File: config.mk
export PLATFORM = sky130hd
export DESIGN_NAME = robot_ctrl
export DESIGN_NICKNAME = d
export VERILOG_FILES = /design/src/rtl/robot_ctrl.sv
export SDC_FILE = /design/constraint.sdc
export NUM_CORES = 1
export LEC_CHECK = 0
export BUFFER_PORTS_ARGS = -buffer_cell sky130_fd_sc_hd__buf_2
export CAP_MARGIN = 0
export CORE_AREA = 4 4 41 43
export DETAILED_ROUTE_END_ITERATION = 6
export DIE_AREA = 0 0 45 47
export PLACE_DENSITY = 0.65
export SYNTH_ARGS = -nofsm -noshare
export SYNTH_HDL_FRONTEND = slang
export SYNTH_SLANG_ARGS = --single-unit
File: constraint.sdc
create_clock -name clock -period 2.96 [get_ports clock]
set_input_delay 0.592 -clock clock [delete_from_list [all_inputs] [get_ports clock]]
set_output_delay 0.592 -clock clock [all_outputs]
set_load 0.05 [all_outputs]
File: src/rtl/robot_ctrl.sv
// Left-hand wall-following decision core for the pipe-cleaning robot, with trash removal.
// Define ROBOT_BLACK_HALT_EN to let the under sensor stop the robot on a black block.
module robot_ctrl #(
  parameter int unsigned REMOVE_CYCLES = 3
) (
  input  logic clock,
  input  logic reset,
  input  logic head,
  input  logic left,
  input  logic under,
  input  logic barrier,
  output logic front,
  output logic turn,
  output logic remove
);

  typedef enum logic [2:0] {
    SEARCH = 3'd0,
    FOLLOW = 3'd1,
    STEP   = 3'd2,
    ROT2   = 3'd3,
    ROT3   = 3'd4,
    REMOVE = 3'd5,
    HALT   = 3'd6
  } state_e;

  localparam logic [2:0] RemoveCycles = 3'(REMOVE_CYCLES);

  state_e     state_q, state_d;
  logic [2:0] cnt_q, cnt_d;
  logic       wall_q, wall_d;
  logic       underHit;
  state_e     returnState;

`ifdef ROBOT_BLACK_HALT_EN
  assign underHit = under;
`else
  logic unusedUnder;
  assign unusedUnder = under;
  assign underHit    = 1'b0;
`endif

  assign returnState = wall_q ? FOLLOW : SEARCH;

  always_ff @(posedge clock or negedge reset) begin
    if (!reset) begin
      state_q <= SEARCH;
      cnt_q   <= 3'd0;
      wall_q  <= 1'b0;
    end else begin
      state_q <= state_d;
      cnt_q   <= cnt_d;
      wall_q  <= wall_d;
    end
  end

  always_comb begin
    state_d = state_q;
    cnt_d   = cnt_q;
    wall_d  = wall_q;
    unique case (state_q)
      SEARCH, FOLLOW, STEP: begin
        if (underHit) begin
          state_d = HALT;
        end else if (barrier) begin
          // A single-cycle removal finishes on the entry edge itself.
          if (RemoveCycles == 3'd1) begin
            cnt_d   = 3'd0;
            state_d = returnState;
          end else begin
            cnt_d   = 3'd1;
            state_d = REMOVE;
          end
        end else if (state_q == STEP) begin
          state_d = head ? ROT2 : FOLLOW;
        end else if (state_q == SEARCH && !left) begin
          if (head) begin
            state_d = ROT2;
            wall_d  = 1'b1;
          end
        end else begin
          wall_d = 1'b1;
          if (!left)      state_d = STEP;
          else if (!head) state_d = FOLLOW;
          else            state_d = ROT2;
        end
      end
      ROT2: state_d = ROT3;
      ROT3: state_d = FOLLOW;
      REMOVE: begin
        if (barrier && cnt_q < RemoveCycles) begin
          if (cnt_q + 3'd1 == RemoveCycles) begin
            cnt_d   = 3'd0;
            state_d = returnState;
          end else begin
            cnt_d = cnt_q + 3'd1;
          end
        end else begin
          cnt_d   = 3'd0;
          state_d = returnState;
        end
      end
      HALT:    state_d = HALT;
      default: state_d = SEARCH;
    endcase
  end

  always_comb begin
    front  = 1'b0;
    turn   = 1'b0;
    remove = 1'b0;
    unique case (state_q)
      SEARCH, FOLLOW, STEP: begin
        if (underHit) begin
          front = 1'b0;
        end else if (barrier) begin
          remove = 1'b1;
        end else if (state_q == STEP || (state_q == SEARCH && !left)) begin
          front = !head;
          turn  = head;
        end else if (!left) begin
          turn = 1'b1;
        end else begin
          front = !head;
          turn  = head;
        end
      end
      ROT2, ROT3: turn = 1'b1;
      REMOVE:     remove = barrier && (cnt_q < RemoveCycles);
      default:    front = 1'b0;
    endcase
  end

endmodule

==> impl_results.rst, run 1 <==
.. list-table::
   :header-rows: 1

   * - Metric
     - Value
   * - Result of the run
     - complete, no violations
   * - Slew Limit Fails
     - 0
   * - Routed wire per std cell
     - around 12 um
   * - Number of nets in the final layout
     - 70
   * - Number of violations reported at the end of detailed-routing iteration 0
     - 4
   * - Fillers
     - between 100 and 150
   * - Final critical-path required period
     - approximately 2.1 ns
   * - Starting Density
     - a little under two fifths
   * - Area inside the core boundary
     - 1300 um2
   * - Mapped cell area
     - 480 um2
   * - TritonCTS clock tree
     - yes
   * - Clk network pwr share
     - approximately 15%
   * - Number of CTS-inserted buffers
     - 3
   * - Port Buffer Count
     - 7
   * - Routed Antenna Nets
     - 0
   * - Total number of clock tree sinks
     - 7
   * - Area added between synthesis and finish
     - 13.5%
   * - Transition at the pin with the smallest max-transition slack
     - around 0.43 ns
   * - Wire length of the first global-routing pass
     - about 1500 um
   * - Maximum buffer depth of the clock tree
     - 2
   * - Post-detailed-route DRC marker count
     - 0
   * - Global Route Usage Sum
     - 10.2%
   * - Total of flip-flops plus latches after synthesis
     - 7
   * - Arrival time worst endpoint
     - around 1.5 ns
   * - HPWL after DPL
     - about 650 um
   * - Crit Path Category
     - in2out
   * - Resize count post-CTS
     - 0
   * - Internal power
     - roughly 290 uW
   * - Count of hold buffers inserted by post-cts repair
     - 0
   * - Commonest cells after routing, fill and taps aside
     - 7 x sky130_fd_sc_hd__dfrtp_1, 7 x sky130_fd_sc_hd__buf_2, 5 x sky130_fd_sc_hd__nand2_1
   * - Maximum number of pins on one net before global-route repair
     - 13
   * - Share of total power consumed by net switching
     - between 40% and 50%
   * - Routed via count
     - 402
   * - Number of non-filler instances in the completed layout
     - 76
   * - Number of nets in the synthesized netlist
     - 61
   * - Top fanout value on the critical path
     - 8
   * - Setup tns final
     - 0 ns
   * - Worst slack at placement
     - roughly 0.85 ns
   * - Number of global-route vias before repair
     - ~360
   * - ANT cells
     - 0
   * - Share of synthesized area occupied by flip-flops and latches
     - between 30% and 40%
   * - Timing-limited maximum frequency
     - 476 MHz
   * - Hold/Removal Path Class
     - in2async
   * - I/O pin total
     - 9
   * - Wirelength, routed
     - ~880 um
   * - Max-slew headroom at the worst pin
     - 71.4%
   * - Post-synth cell types
     - 30
   * - Clock-pin slew on the worst setup and hold paths
     - ~0.050 ns
   * - Share of the cycle needed by the critical path after routing
     - 70.9%
   * - Final global-route overflow total
     - 0
   * - Clock tree skew after final layout
     - around 0.0012 ns
   * - Die footprint
     - roughly 2100 um2
   * - Number of max-capacitance violations reported
     - 0
   * - Leakage
     - approximately 0.25 nW
   * - Maximum VDD drop
     - around 0.00030 V
   * - Die Span Y
     - between 40 and 50 um
   * - Pwr per Cell Area
     - ~1000 nW/um2
   * - Number of hold violations in the final report
     - 0
   * - Sw Pwr
     - 261 uW
   * - Category of the worst setup path launch point
     - input port
   * - Number of setup buffers added after CTS
     - 0
   * - Avg Inst Size Synth
     - 9.07 um2
   * - First-pass DRT Iterations
     - 4
   * - H-tree Lvls
     - 1
   * - Synthesized instance count
     - 53
   * - Share of power burned in registers
     - between 30% and 40%
   * - Vias per Instance
     - 5.29
   * - WHS
     - approximately 0.17 ns
   * - Setup Viol. Count Final
     - 0
   * - Number of standard-cell rows in the floorplan
     - 13
   * - Placed Instances
     - 72
   * - Final WS setup
     - approximately 0.86 ns
   * - Weighted congestion reported at the end of routability-driven placement
     - 0.643
   * - Fraction of layout instances using a drive strength above 1
     - 19.7%
   * - Number of antenna violations at the first check in global routing
     - 0
   * - Unrepaired setup endpoints after global routing
     - no
   * - Clock network latency to the later pin of the worst-skew pair
     - between 0.2 and 0.25 ns
   * - Logic gate share of total power
     - about half
   * - CP Capture Type
     - output pin
   * - YS warnings
     - 0
   * - Worst Path Required
     - about 2.4 ns
   * - Cell at the root of the clock tree
     - sky130_fd_sc_hd__clkbuf_4
   * - Die width
     - between 40 and 50 um
[worst max-delay path, stage by stage]
cell and delay, ns:
sky130_fd_sc_hd__buf_2 0.15, sky130_fd_sc_hd__nor2b_1 0.28, sky130_fd_sc_hd__nand2_1 0.07, sky130_fd_sc_hd__o21ai_0 0.13
sky130_fd_sc_hd__buf_2 0.28
[through the flow]
| step | area, um2 | power (mW) | utilization, % |
|---|---|---|---|
| floorplan | 480 | 0.418 | - |
| global placement | 519 | 0.463 | 39.9 |
| detailed placement | 519 | 0.472 | 39.9 |
| CTS | 546 | 0.557 | 41.9 |
| global route | 546 | 0.597 | 41.9 |
| finish | 546 | 0.547 | 41.9 |
[routing by layer]
layer / global-route usage, % / vias to the layer above / routed length (um)
met1: 14.6 / 181 / 424
met5: 0 / - / 0
met4: 7.02 / 0 / 15
li1: - / 211 / -
met3: 1.15 / 2 / 35
met2: 14.4 / 8 / 401
[power by group through the flow]
stage | clock network [mW] | registers, mW | logic [mW]
after global placement | 0 | 0.200 | 0.263
final | 0.0812 | 0.202 | 0.264
after floorplan | 0 | 0.150 | 0.267
after CTS | 0.0862 | 0.203 | 0.268
after global routing | 0.0886 | 0.213 | 0.295
after detailed placement | 0 | 0.205 | 0.267
[cell usage after synthesis (all sizes together)]
library cell	n	area share, %
o21ai	4	4.2
o31ai	1	1.6
a31o	1	1.8
o21bai	2	3.1
ha	2	5.2
nand2b	3	3.9
buf	3	3.1
inv	3	2.3
and3	1	1.3
and4b	1	2.1
a32o	1	2.1
nor3	1	1.0
nand4b	1	1.8
xor2	1	1.8
nand2	5	3.9
o22ai	1	1.3
nand3	1	1.0
or3	1	1.3
or4	1	1.6
nor2b	2	2.6
dfrtp	7	36
nand3b	2	5.7
o211ai	1	1.6
a31oi	2	2.6
o221ai	1	1.8
nor2	1	0.78
nor4b	1	1.8
a21oi	2	2.1
[state kept, by name (all words and copies together) (netlist names)]
register  cells
wall_q        1
state_q       3
cnt_q         3
[cell families after synthesis]
| kind of cell | Yosys count | share of synthesized area [%] |
|---|---|---|
| AO/OA/AOI/OAI | 16 | 22.1 |
| XOR/XNOR | 1 | 1.82 |
| adder cells (fa/ha/maj) | 2 | 5.21 |
| buffers and inverters | 6 | 5.47 |
| flip-flops | 7 | 36.5 |
| AND/OR/NAND/NOR | 21 | 28.9 |
[path summary, 6_finish.rpt]
kind | startpoint | to | slack (ns) | cells past startpoint
worst max-delay path | barrier | remove | 0.86 | 5
worst min-delay path | reset | state_q[0] | 0.17 | 1
worst max register to register | state_q[2] | state_q[0] | 1.47 | 3
worst min register to register | wall_q | wall_q | 0.46 | 1
max in group asynchronous | reset | state_q[2] | 2.65 | 1
min in group clock | wall_q | wall_q | 0.46 | 1
[cell type report]
type                            instances  area (um2)  area share [%]
Inverter                                3        11.3            2.06
Sequential cell                         7         175            32.1
Tap cell                               15        18.8            3.44
Multi-Input combinational cell         40         279            51.1
Clock buffer                            4        26.3            4.82
Timing Repair Buffer                    7        35.0            6.42
Note: power is estimated with default switching activity, not from simulation.
==> inputs of run 2 (changes only) <==
--- a/config.mk
+++ b/config.mk
@@ -5,6 +5,7 @@
 export SDC_FILE = /design/constraint.sdc
 export NUM_CORES = 1
 export LEC_CHECK = 0
+export ABC_AREA = 1
 export BUFFER_PORTS_ARGS = -buffer_cell sky130_fd_sc_hd__buf_2
 export CAP_MARGIN = 0
 export CORE_AREA = 4 4 41 43
==> constraint.sdc (replaced) <==
create_clock -name clock -period 2.06 [get_ports clock]
set_input_delay 0.412 -clock clock [delete_from_list [all_inputs] [get_ports clock]]
set_output_delay 0.412 -clock clock [all_outputs]
set_load 0.05 [all_outputs]
==> run 2 against run 1 <==
Die area is the same. Sequential power grew 21%. Non-clock buffer count grew 1. Clock power grew 39%. Combinational power grew 68%. Area after synthesis grew 0.78%. Register-to-register slack lost 0.66 ns. Cell area grew 5.3%. First-iteration DRC count grew to 4.0 times the previous value. Hold slack gained 0.32 ns. Power grew 47%. Utilization grew 2.2 points. Critical path type is now reg2out.
==> impl_results.rst, run 2 <==
.. list-table::
   :header-rows: 1

   * - Metric
     - Value
   * - Number of antenna violations at the first check in global routing
     - 0 (unchanged)
   * - Port Buffer Count
     - 7 (unchanged)
   * - Count of flip-flops with a built-in enable after synthesis
     - 0 (unchanged)
   * - Number of nets in the synthesized netlist
     - 75 (+23%)
   * - Total number of clock tree sinks
     - 7 (unchanged)
   * - Starting Density
     - 37.2% (+0.29 points)
   * - Worst setup path endpoint
     - turn
   * - Share of the cycle needed by the critical path after routing
     - between 90% and 100%
   * - Number of standard-cell rows in the floorplan
     - 13 (unchanged)
   * - Placed Instances
     - 89 (+24%)
   * - Unrepaired setup endpoints after global routing
     - no
   * - Result of the run
     - complete, no violations
   * - TritonCTS clock tree
     - yes
   * - Commonest cells after routing, fill and taps aside
     - 14 x sky130_fd_sc_hd__nand2_1, 13 x sky130_fd_sc_hd__nand3_1, 11 x sky130_fd_sc_hd__inv_1
   * - Setup Viol. Count Final
     - 0 (unchanged)
   * - Avg Inst Size Synth
     - 7.23 um2 (-20%)
   * - First-pass DRT Iterations
     - 5 (+1)
   * - Source of the critical timing path
     - state_q[2]
   * - I/O pin total
     - 9 (unchanged)
   * - Maximum number of pins on one net before global-route repair
     - 8 (-5)
   * - Routed wire per std cell
     - 9.47 um (-18%)
   * - Clock-pin slew on the worst setup and hold paths
     - 0.04 ns (about the same)
   * - Routed Antenna Nets
     - 0 (unchanged)
   * - Post-synth cell types
     - 16 (-47%)
   * - Clock network latency to the later pin of the worst-skew pair
     - 0.24 ns (about the same)
   * - Setup tns final
     - 0 ns (unchanged)
   * - Fraction of layout instances using a drive strength above 1
     - 20.3% (+0.58 points)
   * - Cell at the root of the clock tree
     - sky130_fd_sc_hd__clkbuf_4
   * - Die width
     - 45 um (unchanged)
   * - Resize count post-CTS
     - 0 (unchanged)
   * - Synthesized instance count
     - 67 (+26%)
   * - Top fanout value on the critical path
     - 7 (-1)
   * - Pwr per Cell Area
     - 1400 nW/um2 (+39%)
   * - Area added between synthesis and finish
     - 18.6%
   * - Arrival time worst endpoint
     - 1.49 ns (-0.02 ns)
   * - Post-Place Cell Area
     - 538 um2 (+3.6%)
   * - Routed via count
     - 463 (+15%)
   * - Number of max-capacitance violations reported
     - 0 (unchanged)
   * - Transition at the pin with the smallest max-transition slack
     - 0.249 ns (-0.180 ns)
   * - Vias per Instance
     - 4.93 (-6.9%)
   * - Global Route Usage Sum
     - 10.6% (+0.37 points)
   * - CP Capture Type
     - output pin
   * - Mapped cell area
     - 484 um2 (+0.78%)
   * - Count leader, synth
     - sky130_fd_sc_hd__nand2_1
   * - Maximum buffer depth of the clock tree
     - 2 (unchanged)
   * - Destination of the worst register-to-register timing path
     - state_q[1]
   * - Share of async-settable or async-resettable flops after synthesis
     - 100% (unchanged)
   * - Max-slew headroom at the worst pin
     - 83.5% (+12 points)
   * - Cell types occupying the most area after synthesis
     - sky130_fd_sc_hd__dfrtp_1 36%, sky130_fd_sc_hd__nand3_1 13%, sky130_fd_sc_hd__nand2_1 11%
   * - Die Span Y
     - 47 um (unchanged)
   * - Share of synthesized area occupied by flip-flops and latches
     - 36.2% (-0.28 points)
   * - Number of violations reported at the end of detailed-routing iteration 0
     - 16 (+12)
   * - Worst r2r path cells
     - 6 (+3)
   * - ANT cells
     - 0 (unchanged)
   * - Maximum VDD drop
     - 0.000550 V (+82%)
   * - Design Area, Final
     - 574 um2 (+5.3%)
   * - Leakage
     - 0.296 nW (+17%)
   * - Number of global-route vias before repair
     - 401 (+12%)
   * - Post-detailed-route DRC marker count
     - 0 (unchanged)
   * - Final global-route overflow total
     - 0 (unchanged)
   * - Worst Path Required
     - 1.65 ns (-0.72 ns)
   * - Number of setup buffers added after CTS
     - 0 (unchanged)
   * - Category of the worst setup path launch point
     - register
   * - Beginning of the worst register-to-register path
     - cnt_q[0]
   * - Weighted congestion reported at the end of routability-driven placement
     - 0.817 (+27%)
   * - Total of flip-flops plus latches after synthesis
     - 7 (unchanged)
   * - H-tree Lvls
     - 1 (unchanged)
   * - Top cell types by occurrence after synthesis
     - 14 x sky130_fd_sc_hd__nand2_1, 13 x sky130_fd_sc_hd__nand3_1, 11 x sky130_fd_sc_hd__inv_1
   * - Wire length of the first global-routing pass
     - 1660 um (+8.6%)
   * - Die footprint
     - 2120 um2 (unchanged)
   * - Top_reg_cell synth
     - sky130_fd_sc_hd__dfrtp_1
   * - Final core utilization
     - 44.1% (+2.2 points)
   * - Number of nets in the final layout
     - 88 (+26%)
   * - Hold/Removal Path Class
     - reg2reg
   * - Number of CTS-inserted buffers
     - 3 (unchanged)
   * - Most area-hungry cell type in the Yosys netlist
     - sky130_fd_sc_hd__dfrtp_1
   * - Most common cell after layout, fill and taps aside
     - sky130_fd_sc_hd__nand2_1
   * - Slew Limit Fails
     - 0 (unchanged)
   * - Crit Path Category
     - reg2out
   * - Registers with the most flip-flops
     - cnt_q x3, state_q x3, wall_q x1
   * - YS warnings
     - 0 (unchanged)
   * - Slack of the worst reg-to-reg path
     - 0.81 ns (-0.66 ns)
   * - Final critical-path required period
     - about 1.9 ns
   * - Wirelength, routed
     - 890 um (+1.4%)
   * - Area inside the core boundary
     - 1300 um2 (unchanged)
   * - HPWL after DPL
     - 768 um (+18%)
   * - Number of non-filler instances in the completed layout
     - 94 (+24%)
   * - Number of hold violations in the final report
     - 0 (unchanged)
   * - Clock tree skew after final layout
     - 0.000795 ns (-0.000436 ns)
   * - Area fraction of the dominant cell type after synthesis
     - 36.2% (-0.28 points)
   * - Count of hold buffers inserted by post-cts repair
     - 1 (+1)
   * - Timing-limited maximum frequency
     - 526 MHz
[run 2: worst min-delay path by stage]
| stage | startpoint | endpoint | slack, ns | depth (start not counted) |
|---|---|---|---|---|
| after floorplan | reset | cnt_q[0] | 0.12 | 0 |
| after global placement | reset | cnt_q[0] | 0.24 | 1 |
| after detailed placement | reset | cnt_q[0] | 0.25 | 1 |
| after CTS | wall_q | wall_q | 0.48 | 1 |
| after global routing | wall_q | wall_q | 0.51 | 1 |
| final | wall_q | wall_q | 0.49 | 1 |
[run 2: final cells by class]
class	instances	area, um2
clock buffer	4	26.3
fill	135	727
inverter	11	41.3
multi-input combinational	49	268
sequential	7	175
tap	15	18.8
timing repair buffer	8	45.0
[run 2: cells by family after synthesis]
kind of cell | count (synthesis) | synth area share [%]
flops | 7 | 36.2
fa+ha+maj | 2 | 5.17
simple gates | 38 | 37.7
buf+inv | 11 | 8.53
compound gates | 9 | 12.4
[run 2: report_power, final]
part	leakage [nW]	internal, mW	switching [mW]
Sequential	0.0832	0.184	0.0601
Clock	0.0150	0.0732	0.0398
Combinational	0.197	0.135	0.309
[run 2: worst max-delay path: stages, from the launching register on]
cell and delay, ns:
sky130_fd_sc_hd__dfrtp_1 0.44, sky130_fd_sc_hd__a21oi_1 0.21, sky130_fd_sc_hd__and2_1 0.20, sky130_fd_sc_hd__nand3_1 0.08, sky130_fd_sc_hd__nand3_1 0.06, sky130_fd_sc_hd__buf_2 0.26
[run 2: stage by stage]
| stage | power, mW | hold slack [ns] | setup WS [ns] |
|---|---|---|---|
| global placement | 0.689 | 0.243 | 0.399 |
| global route | 0.880 | 0.508 | 0.0166 |
| finish | 0.801 | 0.485 | 0.159 |
| floorplan | 0.599 | 0.116 | 0.430 |
| CTS | 0.812 | 0.479 | 0.146 |
| detailed placement | 0.693 | 0.250 | 0.411 |
[run 2: routing by layer]
layer | global-route usage (%) | up-vias | part of all wire, %
li1 | - | 248 | -
met5 | 0 | - | 0
met2 | 15.0 | 13 | 44
met1 | 15.8 | 202 | 52
met3 | 1.15 | 0 | 4.2
met4 | 5.26 | 0 | 0
==> inputs of run 3 (changes only) <==
==> constraint.sdc (replaced) <==
create_clock -name clock -period 2.35 [get_ports clock]
set_input_delay 0.47 -clock clock [delete_from_list [all_inputs] [get_ports clock]]
set_output_delay 0.47 -clock clock [all_outputs]
set_load 0.05 [all_outputs]
==> run 3 against run 2 <==
Register-to-register slack improved by 0.29 ns. Utilization decreased by 0.77 points. Cell area is 1.7% lower. Hold slack worse by 0.44 ns. Global-route usage shrank 0.23 points.
==> impl_results.rst, run 3 (synthesis results as in run 2) <==
.. list-table::
   :header-rows: 1

   * - Metric
     - Value
   * - Global Route Usage Sum
     - 10.4% (-0.23 points)
   * - HPWL after DPL
     - 787 um (+2.4%)
   * - Clock-pin slew on the worst setup and hold paths
     - 0.05 ns (about the same)
   * - Commonest cells after routing, fill and taps aside
     - 14 x sky130_fd_sc_hd__nand2_1, 13 x sky130_fd_sc_hd__nand3_1, 11 x sky130_fd_sc_hd__inv_1
   * - Starting Density
     - 37.2% (unchanged)
   * - Area added between synthesis and finish
     - 16.5%
   * - Final global-route overflow total
     - 0 (unchanged)
   * - Design Area, Final
     - 564 um2 (-1.7%)
   * - Area inside the core boundary
     - 1300 um2 (unchanged)
   * - Routed via count
     - 466 (+0.65%)
   * - Die footprint
     - 2120 um2 (unchanged)
   * - Unrepaired setup endpoints after global routing
     - no
   * - H-tree Lvls
     - 1 (unchanged)
   * - Clock tree skew after final layout
     - 0.000566 ns (-0.000229 ns)
   * - Crit Path Category
     - reg2out
   * - Worst slack at placement
     - 0.632 ns (+0.221 ns)
   * - Weighted congestion reported at the end of routability-driven placement
     - 0.831 (+1.7%)
   * - Fraction of layout instances using a drive strength above 1
     - 20.5% (+0.26 points)
   * - Slew Limit Fails
     - 0 (unchanged)
   * - CP Capture Type
     - output pin
   * - Resize count post-CTS
     - 0 (unchanged)
   * - Maximum VDD drop
     - 0.000496 V (-9.8%)
   * - Leakage
     - 0.291 nW (-1.4%)
   * - Number of standard-cell rows in the floorplan
     - 13 (unchanged)
   * - Category of the worst setup path launch point
     - register
   * - Share of the cycle needed by the critical path after routing
     - 84.1%
   * - Hold/Removal Path Class
     - in2async
   * - Port Buffer Count
     - 7 (unchanged)
   * - First-pass DRT Iterations
     - 4 (-1)
   * - TritonCTS clock tree
     - yes
   * - Number of max-capacitance violations reported
     - 0 (unchanged)
   * - Number of non-filler instances in the completed layout
     - 93 (-1.1%)
   * - Pwr per Cell Area
     - 1250 nW/um2 (-10%)
   * - Setup Viol. Count Final
     - 0 (unchanged)
   * - Post-detailed-route DRC marker count
     - 0 (unchanged)
   * - Total number of clock tree sinks
     - 7 (unchanged)
   * - Number of setup buffers added after CTS
     - 0 (unchanged)
   * - Count of hold buffers inserted by post-cts repair
     - 0 (-1)
   * - WHS
     - 0.0496 ns (-0.436 ns)
   * - Result of the run
     - complete, no violations
   * - Pwr Total
     - 708 uW (-12%)
   * - Setup tns final
     - 0 ns (unchanged)
   * - Number of antenna violations at the first check in global routing
     - 0 (unchanged)
   * - Number of nets in the final layout
     - 87 (-1.1%)
   * - Cell at the root of the clock tree
     - sky130_fd_sc_hd__clkbuf_4
   * - Wirelength, routed
     - 942 um (+5.8%)
   * - Timing-limited maximum frequency
     - around 510 MHz
   * - Vias per Instance
     - 5.01 (+1.7%)
   * - Placed Instances
     - 89 (unchanged)
   * - Number of global-route vias before repair
     - 396 (-1.2%)
   * - I/O pin total
     - 9 (unchanged)
   * - Transition at the pin with the smallest max-transition slack
     - 0.237 ns (-0.0114 ns)
   * - Die Span Y
     - 47 um (unchanged)
   * - ANT cells
     - 0 (unchanged)
   * - Wire length of the first global-routing pass
     - 1590 um (-4.5%)
   * - Registers with the most flip-flops
     - cnt_q x3, state_q x3, wall_q x1
   * - Maximum buffer depth of the clock tree
     - 2 (unchanged)
   * - Max-slew headroom at the worst pin
     - 84.1% (+0.58 points)
   * - Routed Antenna Nets
     - 0 (unchanged)
   * - Final critical-path required period
     - about 2.0 ns
   * - Arrival time worst endpoint
     - 1.51 ns (+0.02 ns)
   * - Final core utilization
     - 43.4% (-0.77 points)
   * - Post-Place Cell Area
     - 538 um2 (unchanged)
   * - Number of CTS-inserted buffers
     - 3 (unchanged)
   * - Top fanout value on the critical path
     - 7 (unchanged)
   * - Routed wire per std cell
     - 10.1 um (+7.0%)
   * - Most common cell after layout, fill and taps aside
     - sky130_fd_sc_hd__nand2_1
   * - Final WS setup
     - 0.373 ns (+0.214 ns)
   * - Die width
     - 45 um (unchanged)
   * - Number of hold violations in the final report
     - 0 (unchanged)
   * - Maximum number of pins on one net before global-route repair
     - 8 (unchanged)
   * - Clock network latency to the later pin of the worst-skew pair
     - 0.24 ns (about the same)
   * - Number of violations reported at the end of detailed-routing iteration 0
     - 3 (-13)
   * - Worst Path Required
     - 1.88 ns (+0.23 ns)
-- run 3: cell count changes in the layout (fill, tap and decap cells not counted) --
| cell | before | now |
|---|---|---|
| sky130_fd_sc_hd__dlygate4sd3_1 | 1 | 0 |
-- run 3: area by class of cell --
cell class	instances	area (um2)
multi-input cells	49	268
flip-flops and latches	7	175
repair buffers	7	35.0
fillers	141	737
clock buffers	4	26.3
inverters	11	41.3
well taps	15	18.8
-- run 3: where the power goes --
group | total (mW) | switching, mW | leakage (nW) | internal, mW
clock | 0.101 | 0.0364 | 0.0150 | 0.0643
combinational | 0.391 | 0.273 | 0.193 | 0.118
sequential | 0.216 | 0.0549 | 0.0832 | 0.161
-- run 3: final timing paths --
| kind | startpoint | endpoint | slack, ns | cells after the start |
|---|---|---|---|---|
| worst max-delay path | state_q[2] | front | 0.37 | 6 |
| worst min register to register | wall_q | wall_q | 0.50 | 1 |
| min in group clock | wall_q | wall_q | 0.50 | 1 |
| worst max register to register | cnt_q[0] | state_q[1] | 1.10 | 6 |
| worst min-delay path | reset | cnt_q[0] | 0.05 | 1 |
| max in group asynchronous | reset | wall_q | 2.15 | 1 |
-- run 3: per-layer routing --
metal	share of wire (%)	vias up	wire length, um	track usage (%)
met5	0	-	0	0
met4	0	0	0	5.26
met3	5.8	0	55	1.15
met2	45	14	423	15.5
met1	49	204	463	14.7
li1	-	248	-	-
-- run 3: critical path, stage by stage (launching register included) --
cell                      delay [ns]
sky130_fd_sc_hd__dfrtp_1        0.45
sky130_fd_sc_hd__nor2_1         0.23
sky130_fd_sc_hd__nand2_1        0.08
sky130_fd_sc_hd__nand3_1        0.13
sky130_fd_sc_hd__nand3_1        0.08
sky130_fd_sc_hd__inv_1          0.05
sky130_fd_sc_hd__buf_2          0.24
